`config.mk`:
```
export PLATFORM = sky130hd
export DESIGN_NAME = vga_rect_fill
export DESIGN_NICKNAME = d
export VERILOG_FILES = /design/src/rtl/vga_rect_fill.sv
export SDC_FILE = /design/constraint.sdc
export NUM_CORES = 1
export LEC_CHECK = 0
export ABC_AREA = 1
export BUFFER_PORTS_ARGS = -buffer_cell sky130_fd_sc_hd__buf_2
export CAP_MARGIN = 20
export CORE_AREA = 2 2 94 114
export DETAILED_ROUTE_END_ITERATION = 8
export DIE_AREA = 0 0 96 116
export HOLD_SLACK_MARGIN = 0.08
export PLACE_DENSITY = 0.82
export SLEW_MARGIN = 40
export SYNTH_ARGS = -nofsm -noshare
export SYNTH_HDL_FRONTEND = slang
export SYNTH_SLANG_ARGS = --single-unit
```
`constraint.sdc`:
```
create_clock -name CLK -period 3.4 [get_ports CLK]
set_input_delay 0.34 -clock CLK [delete_from_list [all_inputs] [get_ports CLK]]
set_output_delay 0.34 -clock CLK [all_outputs]
set_load 0.01 [all_outputs]
```
`src/rtl/vga_rect_fill.sv`:
```
// vga_rect_fill: MMIO rectangle-fill engine for a 160x120 12-bit framebuffer.
// Optional `RECT_OUTLINE_EN: COLOR bit 12 selects outline-only drawing.
module vga_rect_fill #(
  parameter logic [31:0] BASE_AD  = 32'h11000180,
  parameter int          SCREEN_W = 160,
  parameter int          SCREEN_H = 120
) (
  input  logic        CLK,
  input  logic        RST_N,
  input  logic        IO_WR,
  input  logic [31:0] IO_ADDR,
  input  logic [31:0] IO_DATA,
  output logic [31:0] IO_RD,
  output logic [14:0] FB_WA,
  output logic [11:0] FB_WD,
  output logic        FB_WE,
  output logic        FB_BUSY,
  output logic        DONE
);
  // state   | meaning
  // ST_IDLE | waiting for a COLOR write
  // ST_FILL | one clipped pixel position per cycle
  // ST_NULL | empty rectangle, single dead cycle
  // ST_DONE | DONE pulse; a new COLOR write is accepted here
  localparam logic [1:0] ST_IDLE = 2'd0;
  localparam logic [1:0] ST_FILL = 2'd1;
  localparam logic [1:0] ST_NULL = 2'd2;
  localparam logic [1:0] ST_DONE = 2'd3;
  localparam logic [8:0] SCR_W = 9'(SCREEN_W);
  localparam logic [7:0] SCR_H = 8'(SCREEN_H);

  logic [1:0]  state_q, state_d;
  logic [7:0]  x0_q, x0_d, w_q, w_d, x_q, x_d;
  logic [6:0]  y0_q, y0_d, h_q, h_d, y_q, y_d;
  logic [8:0]  xe_q, xe_d;
  logic [7:0]  ye_q, ye_d;
  logic [14:0] fb_wa_q, fb_wa_d;
  logic [11:0] fb_wd_q, fb_wd_d;
  logic        fb_we_q, fb_we_d;
  logic        busy, wr_ok, wr_color, null_fill, row_end, last_px, draw;
  logic [8:0]  x_sum, xe_clip;
  logic [7:0]  y_sum, ye_clip;
  logic [7:0]  nx;
  logic [6:0]  ny;
  logic        unused_data;

  assign busy      = (state_q == ST_FILL) || (state_q == ST_NULL);
  assign wr_ok     = IO_WR && !busy;
  assign wr_color  = wr_ok && (IO_ADDR == BASE_AD + 32'h8);

  assign x_sum     = {1'b0, x0_q} + {1'b0, w_q};
  assign y_sum     = {1'b0, y0_q} + {1'b0, h_q};
  assign xe_clip   = (x_sum > SCR_W) ? SCR_W : x_sum;
  assign ye_clip   = (y_sum > SCR_H) ? SCR_H : y_sum;
  assign null_fill = ({1'b0, x0_q} >= SCR_W) || ({1'b0, y0_q} >= SCR_H) ||
                     (w_q == 8'd0) || (h_q == 7'd0);

  assign row_end   = (({1'b0, x_q} + 9'd1) == xe_q);
  assign last_px   = row_end && (({1'b0, y_q} + 8'd1) == ye_q);
  assign nx        = row_end ? x0_q : x_q + 8'd1;
  assign ny        = row_end ? y_q + 7'd1 : y_q;

`ifdef RECT_OUTLINE_EN
  logic outline_q, outline_d;
  // Interior positions are still visited so latency matches a solid fill.
  assign draw = !outline_q || (nx == x0_q) || (({1'b0, nx} + 9'd1) == xe_q) ||
                (ny == y0_q) || (({1'b0, ny} + 8'd1) == ye_q);
  assign unused_data = ^{IO_DATA[31:23], IO_DATA[15:13]};
`else
  assign draw = 1'b1;
  assign unused_data = ^{IO_DATA[31:23], IO_DATA[15:12]};
`endif

  always_comb begin
    state_d = state_q;
    x0_d    = x0_q;
    y0_d    = y0_q;
    w_d     = w_q;
    h_d     = h_q;
    x_d     = x_q;
    y_d     = y_q;
    xe_d    = xe_q;
    ye_d    = ye_q;
    fb_we_d = 1'b0;
    fb_wa_d = fb_wa_q;
    fb_wd_d = fb_wd_q;
`ifdef RECT_OUTLINE_EN
    outline_d = outline_q;
`endif
    if (wr_ok && (IO_ADDR == BASE_AD)) begin
      x0_d = IO_DATA[7:0];
      y0_d = IO_DATA[22:16];
    end
    if (wr_ok && (IO_ADDR == BASE_AD + 32'h4)) begin
      w_d = IO_DATA[7:0];
      h_d = IO_DATA[22:16];
    end
    case (state_q)
      ST_IDLE, ST_DONE: begin
        state_d = ST_IDLE;
        if (wr_color) begin
          x_d = x0_q;
          y_d = y0_q;
          if (null_fill) begin
            state_d = ST_NULL;
          end else begin
            state_d = ST_FILL;
            xe_d    = xe_clip;
            ye_d    = ye_clip;
            fb_we_d = 1'b1;
            fb_wa_d = {y0_q, x0_q};
            fb_wd_d = IO_DATA[11:0];
`ifdef RECT_OUTLINE_EN
            outline_d = IO_DATA[12];
`endif
          end
        end
      end
      ST_FILL: begin
        // Output registers carry the pixel after the one currently on the bus.
        if (last_px) begin
          state_d = ST_DONE;
        end else begin
          x_d     = nx;
          y_d     = ny;
          fb_we_d = draw;
          if (draw) fb_wa_d = {ny, nx};
        end
      end
      ST_NULL: state_d = ST_DONE;
      default: state_d = ST_IDLE;
    endcase
  end

  always_ff @(posedge CLK or negedge RST_N) begin
    if (!RST_N) begin
      state_q <= ST_IDLE;
      x0_q    <= '0;
      y0_q    <= '0;
      w_q     <= '0;
      h_q     <= '0;
      x_q     <= '0;
      y_q     <= '0;
      xe_q    <= '0;
      ye_q    <= '0;
      fb_we_q <= 1'b0;
      fb_wa_q <= '0;
      fb_wd_q <= '0;
`ifdef RECT_OUTLINE_EN
      outline_q <= 1'b0;
`endif
    end else begin
      state_q <= state_d;
      x0_q    <= x0_d;
      y0_q    <= y0_d;
      w_q     <= w_d;
      h_q     <= h_d;
      x_q     <= x_d;
      y_q     <= y_d;
      xe_q    <= xe_d;
      ye_q    <= ye_d;
      fb_we_q <= fb_we_d;
      fb_wa_q <= fb_wa_d;
      fb_wd_q <= fb_wd_d;
`ifdef RECT_OUTLINE_EN
      outline_q <= outline_d;
`endif
    end
  end

  assign FB_WE   = fb_we_q;
  assign FB_WA   = fb_wa_q;
  assign FB_WD   = fb_wd_q;
  assign FB_BUSY = busy;
  assign DONE    = (state_q == ST_DONE);
  assign IO_RD   = (IO_ADDR == BASE_AD + 32'hC) ? {31'b0, busy} : 32'b0;

endmodule

```
**After elaboration in Yosys (flattened, before gate mapping)**

Cells that the tools add are included.

- Flip-flop bits (word level): 92
- Input port bits: 67
- Output and inout port bits: 62
- Logic and storage cells: 77

- Add/subtract/negate cells: 6
- Magnitude comparators: 4
- Eq/ne operators: 13
- Muxes and demuxes: 23
- Bitwise operators: 1
- Reductions and logical operators: 18

Operators by type and width:

| cell | number |
|---|---|
| $eq A32 B29 Y1 const B | 4 |
| $mux W15 | 3 |
| $mux W8 | 4 |
| $pmux W15 S2 | 1 |
| $mux W7 | 3 |
| $pmux W8 S2 | 1 |
| $pmux W7 S2 | 1 |
| $add A8 B1 Y9 const B | 1 |
| $add A8 B8 Y9 | 1 |
| $eq A9 B9 Y1 | 1 |
| $gt A9 B8 Y1 const B | 1 |
| $mux W9 | 1 |
| $add A7 B1 Y8 const B | 1 |
| $add A7 B7 Y8 | 1 |
| $add A8 B1 Y8 const B | 1 |
| $eq A8 B8 Y1 | 1 |
| $ge A8 B8 Y1 const B | 1 |
| $gt A8 B7 Y1 const B | 1 |
| $logic_not A8 Y1 | 1 |
| $ne A2 B2 Y1 const B | 4 |
| $add A7 B1 Y7 const B | 1 |
| $ge A7 B7 Y1 const B | 1 |
| $logic_not A7 Y1 | 1 |
| $mux W2 | 3 |
| other kinds (14) | 26 |

**Logic depth before layout (Yosys ltp)**

Gate-level depths: netlist of the first run.

- Word-level depth: 7
- Mapped depth: 16

**Worst setup path before layout of the first run**

No wires, ideal clock.

- Path kind: reg-to-reg
- Start point: reg state_q[0]
- End point: reg fb_wd_q[5], in the netlist FB_WD[5]
- Arrival time: 1,904 ps
- Setup slack: 1,363 ps
- Stages on the path, launching flop included: 13
- Period minus slack after synthesis: 2,037 ps
- Cells stage by stage: dfrtp_1 > inv_1 > ha_1 > nand2_1 > nor3_1 > nand2_1 > nor2_1 > nand2_1 > nor2_4 > inv_1 > clkbuf_1 > nand2_1 > o21ai_0

- Word-level cells in the longest chain between the ends: 6
- Elaborated cells on any way between the ends: 10
- Classes of those cells: eq/ne (3); reduce/logical (7)

RTL lines:

| element | RTL line | source |
|---|---|---|
| from (decl) | 32 | `logic [1:0] state_q, state_d;` |
| from (signal assigned) | 153 | `state_q <= state_d;` |
| $eq A2 B1 Y1 or $eq A2 B2 Y1 (tied branches) | 47 | `assign busy = (state_q == ST_FILL) \|\| (state_q == ST_NULL);` |
| $logic_or A1 B1 Y1 | 47 |  |
| $logic_not A1 Y1 | 48 | `assign wr_ok = IO_WR && !busy;` |
| $logic_and A1 B1 Y1 | 48 |  |
| $logic_and A1 B1 Y1 | 49 | `assign wr_color = wr_ok && (IO_ADDR == BASE_AD + 32'h8);` |
| $reduce_and A3 Y1 (no source line) (*) | n/a |  |
| to (signal assigned) | 164 | `fb_wd_q <= fb_wd_d;` |
| to (decl) | 38 | `logic [11:0] fb_wd_q, fb_wd_d;` |

Every way passes the cells marked *; elsewhere a longest branch is shown, timed or not.
A chain may end at the register's enable or synchronous reset.

**Worst setup path in the final report of the first run**

- Start point: reg state_q[0]
- End point: reg fb_wd_q[0], in the netlist FB_WD[0]

The elaborated chain is that of the path after synthesis.

==> run metrics, run 1 <==
die area=11100 µm²; P_leak=~3.6 nW; global-route wire length before repair=between 20000 and 25000 µm; Flop pwr share=about half; Sw Ratio=a little under a quarter; CTS tree=done; share of cells above drive strength 1=roughly 14%; Hold Crit Start=IO_DATA[9]; Max Slew Vio Count=0; vias in the first global route=around 4700; status=completed; HP Class=input pin to flip-flop; buffer depth of the longest clock path=2; Worst-Skew Late Latency=approximately 0.34 ns; top-count cell post-synth=nand2_1; reg2reg end=FB_WD[0]$_DFFE_PN0P_; DIE WIDTH=~96 µm; total wire length=between 10000 and 15000 µm; DR DRC count=0; core area=9960 µm²; Yosys top cell by area=dfrtp_1; Peak VDD IR=~220 µV; Min-Delay Endpoint=FB_WD[9]$_DFFE_PN0P_; worst slew pin tran=roughly 0.66 ns; synth-to-layout area growth=11.8%; initial antenna violation count=0; CTS sink cnt=~90; global-route usage over all layers=a little under a quarter; Comb pwr share=7.0%; Worst slew margin=between 50 and 60%; Worst setup EP type=flip-flop; Avg Inst Size Synth=around 7.2 µm²; final hold vios=0; number of synthesized register bits=between 90 and 100; Synth async-reset ratio=100%; post-DP HPWL=between 9000 and 10000 µm; CP startpoint kind=flip-flop; Netlist cell types=between 40 and 50; Post-synth EDFFs=0; Post-Syn Instances=roughly 800; CP max FO=21; Initial Utilization=58.8%; Mapped Area=a little under 6000 µm²; router iterations before antenna repair=5; total grt overflow=0; Detailed Route Iter0 Violations=about 260; nets=983; worst flop-to-flop path startpoint=state_q[0]$_DFFE_PN0P_; register-to-register setup slack=0.81 ns; CP most frequent cell=nand2_1; clk_skew=a little over 0.007 ns; Ant. Diodes=0; kind of critical path=flip-flop to flip-flop; Ys Warns=0; setup TNS=0 ns; Yosys top cell area share=roughly 39%; hold depth=3; port bufs=84; period utilisation layout=between 70% and 80%; slowest stage cell on the critical path=ha_1; # rows=40; DR WL/cell=around 12 µm; CTS Buf Count=9; FF-to-FF path depth=12; vias per std cell=5.12; P_sw=around 0.52 mW; Synth area leaders=dfrtp_1 39%, nand2_1 18%, inv_1 6.5%; most frequent cells after synthesis=282 x nand2_1, 102 x inv_1, 92 x dfrtp_1; Synth Flop Type=dfrtp_1; post-route ant nets=0; Root Buffer=clkbuf_16; Finish-stage setup viols=0; clock group share of total power=a little over two fifths; clock-pin slew on the worst setup and hold paths=~0.060 ns; H-tree depth=3; Tmin final=roughly 2.6 ns; Int Pwr=roughly 1.7 mW; WHS=approximately 0.20 ns; crit-path cells=inv_1 > ha_1 > nand2_1 > nor3_1 > nand2_1 > nor2_1 > nand2_1 > nor2_4 > inv_1 > buf_4 > nand2_1 > o21ai_0; fillcell total=896; RSZ-0062 raised after global routing=false; Max-Cap Viols=0; Critical Path RT=~3.6 ns; Max Freq=about 0.39 GHz; largest net degree at the start of global routing=73; register area share after synthesis=39.3%; total number of vias=between 5000 and 6000; PD cells=~330 nW/µm²; Crit path largest cell delay=approximately 0.41 ns; Placer Congestion=~0.93; Ports=about 130; Die Y-Extent=~120 µm; WP data arrival=2.80 ns
## worst max-delay path: cells and delay by family, from the launching register on
kind            cells  cell delay [ns]
compound gates      1             0.08
fa+ha+maj           1             0.41
buf+inv             3             0.56
flops               1             0.37
simple gates        7             1.03
## power by group through the flow
stage / registers [mW] / logic (mW) / clock network, mW
2_1_floorplan: 1.12 / 0.115 / 0
3_3_place_gp: 1.12 / 0.151 / 0
3_5_place_dp: 1.12 / 0.154 / 0
4_1_cts: 1.10 / 0.155 / 0.953
5_1_grt: 1.10 / 0.177 / 0.994
6_report: 1.10 / 0.153 / 0.940
## final cells by class
class	count	area (µm²)	area share, %
multi-input cells	594	2920	44.7
flip-flops and latches	92	2300	35.2
repair buffers	92	489	7.47
inverters	105	397	6.06
clock buffers	11	253	3.86
well taps	126	158	2.41
clock inverters	4	23.8	0.363
## per-stage QoR
stage / area, µm² / util [%] / setup slack (ns) / total power, mW / cells
after floorplan: 5970 / - / 1.36 / 1.23 / 840
after detailed placement: 6260 / 62.8 / 0.941 / 1.27 / 1008
after global routing: 6550 / 65.7 / 0.544 / 2.27 / 1024
after global placement: 6250 / 62.8 / 0.987 / 1.27 / 1008
after CTS: 6540 / 65.7 / 0.834 / 2.21 / 1024
final: 6550 / 65.7 / 0.813 / 2.19 / 1024
## flip-flops by register name, indices dropped and copies added (netlist names)
| register | flops |
|---|---|
| ye_q | 8 |
| FB_WD | 12 |
| w_q | 8 |
| FB_WA | 15 |
| FB_WE | 1 |
| y_q | 7 |
| x_q | 8 |
| y0_q | 7 |
| x0_q | 8 |
| state_q | 2 |
| xe_q | 9 |
| h_q | 7 |
## repair_timing
item	4_1_cts	5_1_grt
hold buffers	1	0
resized for setup	0	0
hold endpoints to repair	70	0
buffers inserted	0	0
## how the worst max path moves through the flow
stage / start / end / slack (ns) / cells past startpoint
floorplan: state_q[0]$_DFFE_PN0P_ / FB_WD[5]$_DFFE_PN0P_ / 1.36 / 12
global placement: x_q[0]$_DFFE_PN0P_ / FB_WA[5]$_DFFE_PN0P_ / 0.99 / 13
detailed placement: x_q[0]$_DFFE_PN0P_ / x_q[4]$_DFFE_PN0P_ / 0.94 / 13
CTS: state_q[0]$_DFFE_PN0P_ / x0_q[5]$_DFFE_PN0P_ / 0.83 / 8
global route: state_q[0]$_DFFE_PN0P_ / xe_q[1]$_DFFE_PN0P_ / 0.54 / 12
finish: state_q[0]$_DFFE_PN0P_ / FB_WD[0]$_DFFE_PN0P_ / 0.81 / 12
## routing by layer
layer  track usage, %  wire (µm)
met1             32.5       5600
met2             39.3       5960
met3             3.38        721
met4             7.81        188
met5                0          0
## layout by cell type (no fill, tap or decap), types with 2 or more instances in the layout
master       n
a31oi_1      2
conb_1      31
a21oi_1     18
nor2_4       6
ha_1        20
nand3_2      2
o21ai_2      2
nand4_1     20
buf_2       83
o21bai_1     2
nand2_2      2
o22ai_1      2
nor4_1       6
o21ai_1     10
xnor2_1      4
nor2_2       3
nand2_1    281
inv_1      102
inv_2        2
fa_1         2
clkinv_2     3
clkbuf_16    9
buf_4        7
nor2_1      47
nand3_4      3
nor3_1       7
clkbuf_8     2
dfrtp_1     92
xor2_1       3
nand3b_1     6
o21ai_0     57
nand3_1     49
## logic make-up (layout without fill, tap and decap cells)
| kind of cell | after synthesis | in the layout | share of synthesized area, % |
|---|---|---|---|
| buf+inv | 154 | 212 | 12.7 |
| other cells | 1 | 31 | 0.0640 |
| compound gates | 97 | 97 | 8.80 |
| xor+xnor | 7 | 7 | 1.05 |
| flops | 92 | 92 | 39.3 |
| fa+ha+maj | 22 | 22 | 4.96 |
| simple gates | 437 | 437 | 33.1 |
(Power assumes the default switching activity.)
==> run 2, diff against run 1 <==
- CORE_AREA: 2 2 94 114 -> 2 2 98 119
- DIE_AREA: 0 0 96 116 -> 0 0 100 121
- PLACE_DENSITY: 0.82 -> 0.76
- clock period: 3.4 -> 2.46 ns (I/O delays scaled with it)
==> run 2 against run 1 <==
Effect of this change:
- total power rose by 48%
- via count fell by 0.50%
- first-iteration DRC count fell by 22%
- setup slack got worse by 0.64 ns
- sequential cell count did not move
- maximum frequency rose by 13%
- critical path depth did not move
- sequential share of layout area fell by 0.82 points
- utilization fell by 4.4 points
- global-route usage fell by 2.1 points
- clock power rose by 59%
- cell count rose by 1.6%
- critical path type unchanged
- largest power group unchanged
==> run metrics, run 2 (synthesis gave the netlist of run 1 again) <==
global-route wire length before repair=21400 µm (was 21000 µm); DR DRC count=0 (unchanged); total wire length=12700 µm (was 12500 µm); Ant. Diodes=0 (unchanged); fillcell total=1007 (was 896); share of cells above drive strength 1=15.6% (was 14.5%); Finish-stage setup viols=0 (unchanged); WP data arrival=2.52 ns (was 2.80 ns); area of the multi-input gates=2960 µm² (was 2920 µm²); CTS tree=done (unchanged); initial antenna violation count=0 (unchanged); FF-to-FF path depth=12 (unchanged); Critical Path RT=2.70 ns (was 3.62 ns); H-tree depth=3 (unchanged); pre-CTS WS=0.158 ns (was 0.941 ns); setup TNS=0 ns (unchanged); DR WL/cell=12.2 µm (about the same); P_leak=3.65 nW (was 3.59 nW); Worst-Skew Late Latency=0.35 ns (was 0.34 ns); DIE WIDTH=100 µm (was 96 µm); vias per std cell=5.01 (was 5.12); DP Area=6320 µm² (was 6260 µm²); largest net degree at the start of global routing=48 (was 73); worst slew pin tran=0.602 ns (was 0.659 ns); register area=2300 µm² (unchanged); Initial Utilization=53.6% (was 58.8%); Max Slew Vio Count=0 (unchanged); CTS Buf Count=9 (unchanged); clock-pin slew on the worst setup and hold paths=0.06 ns (about the same); hold depth=3 (unchanged); router iterations before antenna repair=4 (was 5); Die Y-Extent=121 µm (was 116 µm); total number of vias=5212 (was 5238); total grt overflow=0 (unchanged); Placer Congestion=0.867 (was 0.930); die area=12100 µm² (was 11100 µm²); Root Buffer=clkbuf_16 (unchanged); synth-to-layout area growth=14.4% (was 11.8%); CTS sink cnt=92 (unchanged); status=completed (unchanged); setup ws final=0.174 ns (was 0.813 ns); buffer depth of the longest clock path=2 (unchanged); HP Class=input pin to flip-flop (unchanged); PD cells=483 nW/µm² (was 335 nW/µm²); nets=992 (was 983); fin area=6700 µm² (was 6550 µm²); vias in the first global route=4788 (was 4708); # rows=42 (was 40); post-DP HPWL=9590 µm (was 9520 µm); Worst slew margin=59.8% (was 55.7%); Max Freq=0.437 GHz (was 0.387 GHz); period utilisation layout=92.9% (was 76.1%); Worst setup EP type=flip-flop (unchanged); Peak VDD IR=373 µV (was 222 µV); clk_skew=0.00504 ns (was 0.00722 ns); port bufs=84 (unchanged); Detailed Route Iter0 Violations=201 (was 259); post-route ant nets=0 (unchanged); kind of critical path=flip-flop to flip-flop (unchanged); core area=10900 µm² (was 9960 µm²); commonest non-fill, non-tap cell in the layout=nand2_1 (unchanged); RSZ-0062 raised after global routing=false (unchanged); global-route usage over all layers=21.8% (was 23.9%); Tmin final=2.29 ns (was 2.59 ns); final hold vios=0 (unchanged); CP max FO=16 (was 21); CP startpoint kind=flip-flop (unchanged); most frequent cells in the layout=279 x nand2_1, 101 x inv_1, 92 x dfrtp_1 (was 281 x nand2_1, 102 x inv_1, 92 x dfrtp_1); Ports=129 (unchanged); max FFs per register=15 (unchanged); Max-Cap Viols=0 (unchanged)
## run 2: per-stage QoR
step | utilization [%] | power (mW) | hold slack, ns | instances
4_1_cts | 60.8 | 3.24 | 0.0962 | 1037
2_1_floorplan | - | 1.71 | -0.0496 | 840
3_5_place_dp | 57.8 | 1.76 | 0.287 | 1020
6_report | 61.3 | 3.24 | 0.0959 | 1040
3_3_place_gp | 57.8 | 1.76 | 0.289 | 1020
5_1_grt | 61.3 | 3.35 | 0.109 | 1040
## run 2: area by class of cell
| type | count | area share, % |
|---|---|---|
| clock buffers | 10 | 3.42 |
| multi-input cells | 595 | 44.1 |
| repair buffers | 100 | 8.38 |
| well taps | 132 | 2.46 |
| inverters | 105 | 5.97 |
| flip-flops and latches | 92 | 34.3 |
| clock inverters | 6 | 1.31 |
## run 2: power breakdown
part	internal, mW	switching, mW	total (mW)
sequential	1.52	0.00235	1.52
clock	0.893	0.601	1.49
combinational	0.0682	0.161	0.230
total	2.48	0.764	3.24
## run 2: final timing paths
kind | slack, ns | to | start
worst max-delay path | 0.17 | ye_q[4]$_DFFE_PN0P_ | state_q[0]$_DFFE_PN0P_
worst min-delay path | 0.1 | FB_WD[11]$_DFFE_PN0P_ | IO_DATA[11]
worst max register to register | 0.17 | ye_q[4]$_DFFE_PN0P_ | state_q[0]$_DFFE_PN0P_
worst min register to register | 0.47 | FB_WD[11]$_DFFE_PN0P_ | FB_WD[11]$_DFFE_PN0P_
max in group asynchronous | 1.36 | FB_WA[9]$_DFFE_PN0P_ | RST_N
min in group asynchronous | 0.45 | FB_WD[2]$_DFFE_PN0P_ | RST_N
## run 2: worst max-delay path: stages (launching register included)
cell      delay [ns]
dfrtp_1         0.38
inv_1           0.07
ha_1            0.31
nand2_1         0.07
nor3_1          0.17
nand2_1         0.10
nor2_1          0.19
nand2_1         0.17
nor2_4          0.16
buf_6           0.19
nand3b_1        0.17
o22ai_1         0.16
inv_1           0.05
## run 2: layer usage
layer	track usage [%]	part of all wire [%]	vias up
li1	-	-	2706
met1	29.0	46	2349
met2	36.5	47	141
met3	3.63	4.9	16
met4	6.68	1.6	0
met5	0	0	-
## run 2: what timing repair did
item / CTS / global route
resized for setup: 0 / 14
endpoints found under the hold margin: 46 / 0
setup endpoints to repair: 0 / 31
buffers inserted: 0 / 2
hold buffers: 1 / 0
==> run 3, diff against run 2 <==
- CORE_AREA: 2 2 98 119 -> 2 2 94 114
- DIE_AREA: 0 0 100 121 -> 0 0 96 116
- PLACE_DENSITY: 0.76 -> 0.82
- clock period: 2.46 -> 2.8 ns (I/O delays scaled with it)
==> run 3 against run 2 <==
Effect of this change:
- via count increased by 0.29%
- cell count fell by 1.3%
- sequential power decreased by 13%
- final area is 1.3% lower
- sequential cell count is the same
- utilization up 5.1 points
- combinational power fell by 17%
- die area fell by 8.0%
- clock skew rose by 0.0025 ns
- routed wire length fell by 0.90%
- largest power group unchanged
==> run metrics, run 3 (synthesis gave the netlist of run 1 again) <==
status=completed (unchanged); Worst slew margin=55.3% (was 59.8%); period utilisation layout=90.4% (was 92.9%); Ports=129 (unchanged); Flop pwr share=47.5% (was 46.8%); Critical Path RT=3.03 ns (was 2.70 ns); pre-CTS WS=0.391 ns (was 0.158 ns); port bufs=84 (unchanged); post-route ant nets=0 (unchanged); final std cells w/o fill=1027 (was 1040); Inst Count DP=1010 (was 1020); total grt overflow=0 (unchanged); Peak VDD IR=363 µV (was 373 µV); total wire length=12500 µm (was 12700 µm); # rows=40 (was 42); fillcell total=890 (was 1007); clk_skew=0.00752 ns (was 0.00504 ns); worst slew pin tran=0.664 ns (was 0.602 ns); RSZ-0062 raised after global routing=false (unchanged); number of gates resized after cts=0 (unchanged); P_leak=3.62 nW (was 3.65 nW); initial antenna violation count=0 (unchanged); nets=985 (was 992); vias in the first global route=4755 (was 4788); Finish-stage setup viols=0 (unchanged); fin area=6610 µm² (was 6700 µm²); DIE WIDTH=96 µm (was 100 µm); kind of critical path=flip-flop to flip-flop (unchanged); Comb pwr share=6.8% (was 7.1%); Tmin final=2.53 ns (was 2.29 ns); Max Freq=0.395 GHz (was 0.437 GHz); Worst-Skew Late Latency=0.35 ns (about the same); DR WL/cell=12.2 µm (about the same); DR DRC count=0 (unchanged); CTS tree=done (unchanged); Int Pwr=2.16 mW (was 2.48 mW); core area=9960 µm² (was 10900 µm²); P_sw=0.646 mW (was 0.764 mW); CP max FO=8 (was 16); clock group share of total power=45.7% (was 46.1%); Initial Utilization=58.8% (was 53.6%); final hold vios=0 (unchanged); Worst setup EP type=flip-flop (unchanged); max FFs per register=15 (unchanged); WP data arrival=2.76 ns (was 2.52 ns); clock-pin slew on the worst setup and hold paths=0.06 ns (about the same); global-route wire length before repair=21300 µm (was 21400 µm); Max-Cap Viols=0 (unchanged); Max Slew Vio Count=0 (unchanged); PD cells=424 nW/µm² (was 483 nW/µm²); commonest non-fill, non-tap cell in the layout=nand2_1 (unchanged); setup ws final=0.270 ns (was 0.174 ns); Root Buffer=clkbuf_16 (unchanged); share of cells above drive strength 1=14.7% (was 15.6%); vias per std cell=5.09 (was 5.01); global-route usage over all layers=24.5% (was 21.8%); synth-to-layout area growth=12.9% (was 14.4%); Die Y-Extent=116 µm (was 121 µm); router iterations before antenna repair=4 (unchanged); DP Area=6280 µm² (was 6320 µm²); Ant. Diodes=0 (unchanged); HP Class=input pin to flip-flop (unchanged); setup TNS=0 ns (unchanged); total power draw=2.81 mW (was 3.24 mW); CTS sink cnt=92 (unchanged); total number of vias=5227 (was 5212); buffer depth of the longest clock path=2 (unchanged); post-CTS setup buffer count=0 (unchanged); Layout Utilization=66.4% (was 61.3%); largest net degree at the start of global routing=50 (was 48); CP startpoint kind=flip-flop (unchanged); die area=11100 µm² (was 12100 µm²); CTS Buf Count=9 (unchanged); hold_buf cts=1 (unchanged); H-tree depth=3 (unchanged); Detailed Route Iter0 Violations=176 (was 201); post-DP HPWL=9640 µm (was 9590 µm); most frequent cells in the layout=282 x nand2_1, 102 x inv_1, 92 x dfrtp_1 (was 279 x nand2_1, 101 x inv_1, 92 x dfrtp_1); Sw Ratio=23.0% (was 23.6%); Placer Congestion=0.933 (was 0.867); WHS=0.130 ns (was 0.0959 ns)
## run 3: cell types whose count changed in the layout (fill, tap and decap cells not counted), sizes merged
cell    before  now
inv        105  106
clkbuf      10   12
nand3       55   54
buf         99   93
bufinv       2    1
clkinv       3    1
## run 3: worst max-delay path: stages (launching register included)
cell,delay [ns]
dfrtp_1,0.46
ha_1,0.27
nand2_1,0.14
nand2_1,0.11
nand2_1,0.09
nand2_1,0.05
nor2_1,0.20
nand3_1,0.16
nor2_4,0.18
nand3_2,0.19
nand2_1,0.28
nand2_1,0.09
nand2_1,0.12
o21ai_1,0.08
## run 3: path summary, 6_finish.rpt
path                       slack [ns]  cells past startpoint             startpoint                     to
min in group asynchronous        0.48                      2                  RST_N   FB_WD[2]$_DFFE_PN0P_
min                              0.13                      3            IO_DATA[10]  FB_WD[10]$_DFFE_PN0P_
max in group asynchronous        1.67                      3                  RST_N     y_q[4]$_DFFE_PN0P_
max reg2reg                      0.27                     13     x_q[0]$_DFFE_PN0P_   FB_WA[7]$_DFFE_PN0P_
max                              0.27                     13     x_q[0]$_DFFE_PN0P_   FB_WA[7]$_DFFE_PN0P_
min reg2reg                      0.47                      2  FB_WD[10]$_DFFE_PN0P_  FB_WD[10]$_DFFE_PN0P_
## run 3: layout make-up
class                   count  area [µm²]  share of cell area, %
clock buffers              12         267                   4.03
clock inverters             4        55.1                  0.833
inverters                 105         397                   6.00
multi-input cells         594        2920                   44.2
flip-flops and latches     92        2300                   34.8
well taps                 126         158                   2.38
repair buffers             94         513                   7.76
## run 3: layer usage
| layer | vias to the layer above | global-route usage [%] | part of all wire (%) |
|---|---|---|---|
| met5 | - | 0 | 0 |
| met4 | 0 | 10.6 | 2.4 |
| li1 | 2692 | - | - |
| met3 | 21 | 3.19 | 5.4 |
| met2 | 166 | 41.3 | 47 |
| met1 | 2348 | 31.5 | 45 |
## run 3: power by group through the flow
stage          registers (mW)  logic, mW  clock network, mW
2_1_floorplan            1.36      0.139                  0
3_3_place_gp             1.36      0.185                  0
3_5_place_dp             1.36      0.189                  0
4_1_cts                  1.33      0.191               1.30
5_1_grt                  1.33      0.216               1.35
6_report                 1.33      0.190               1.28
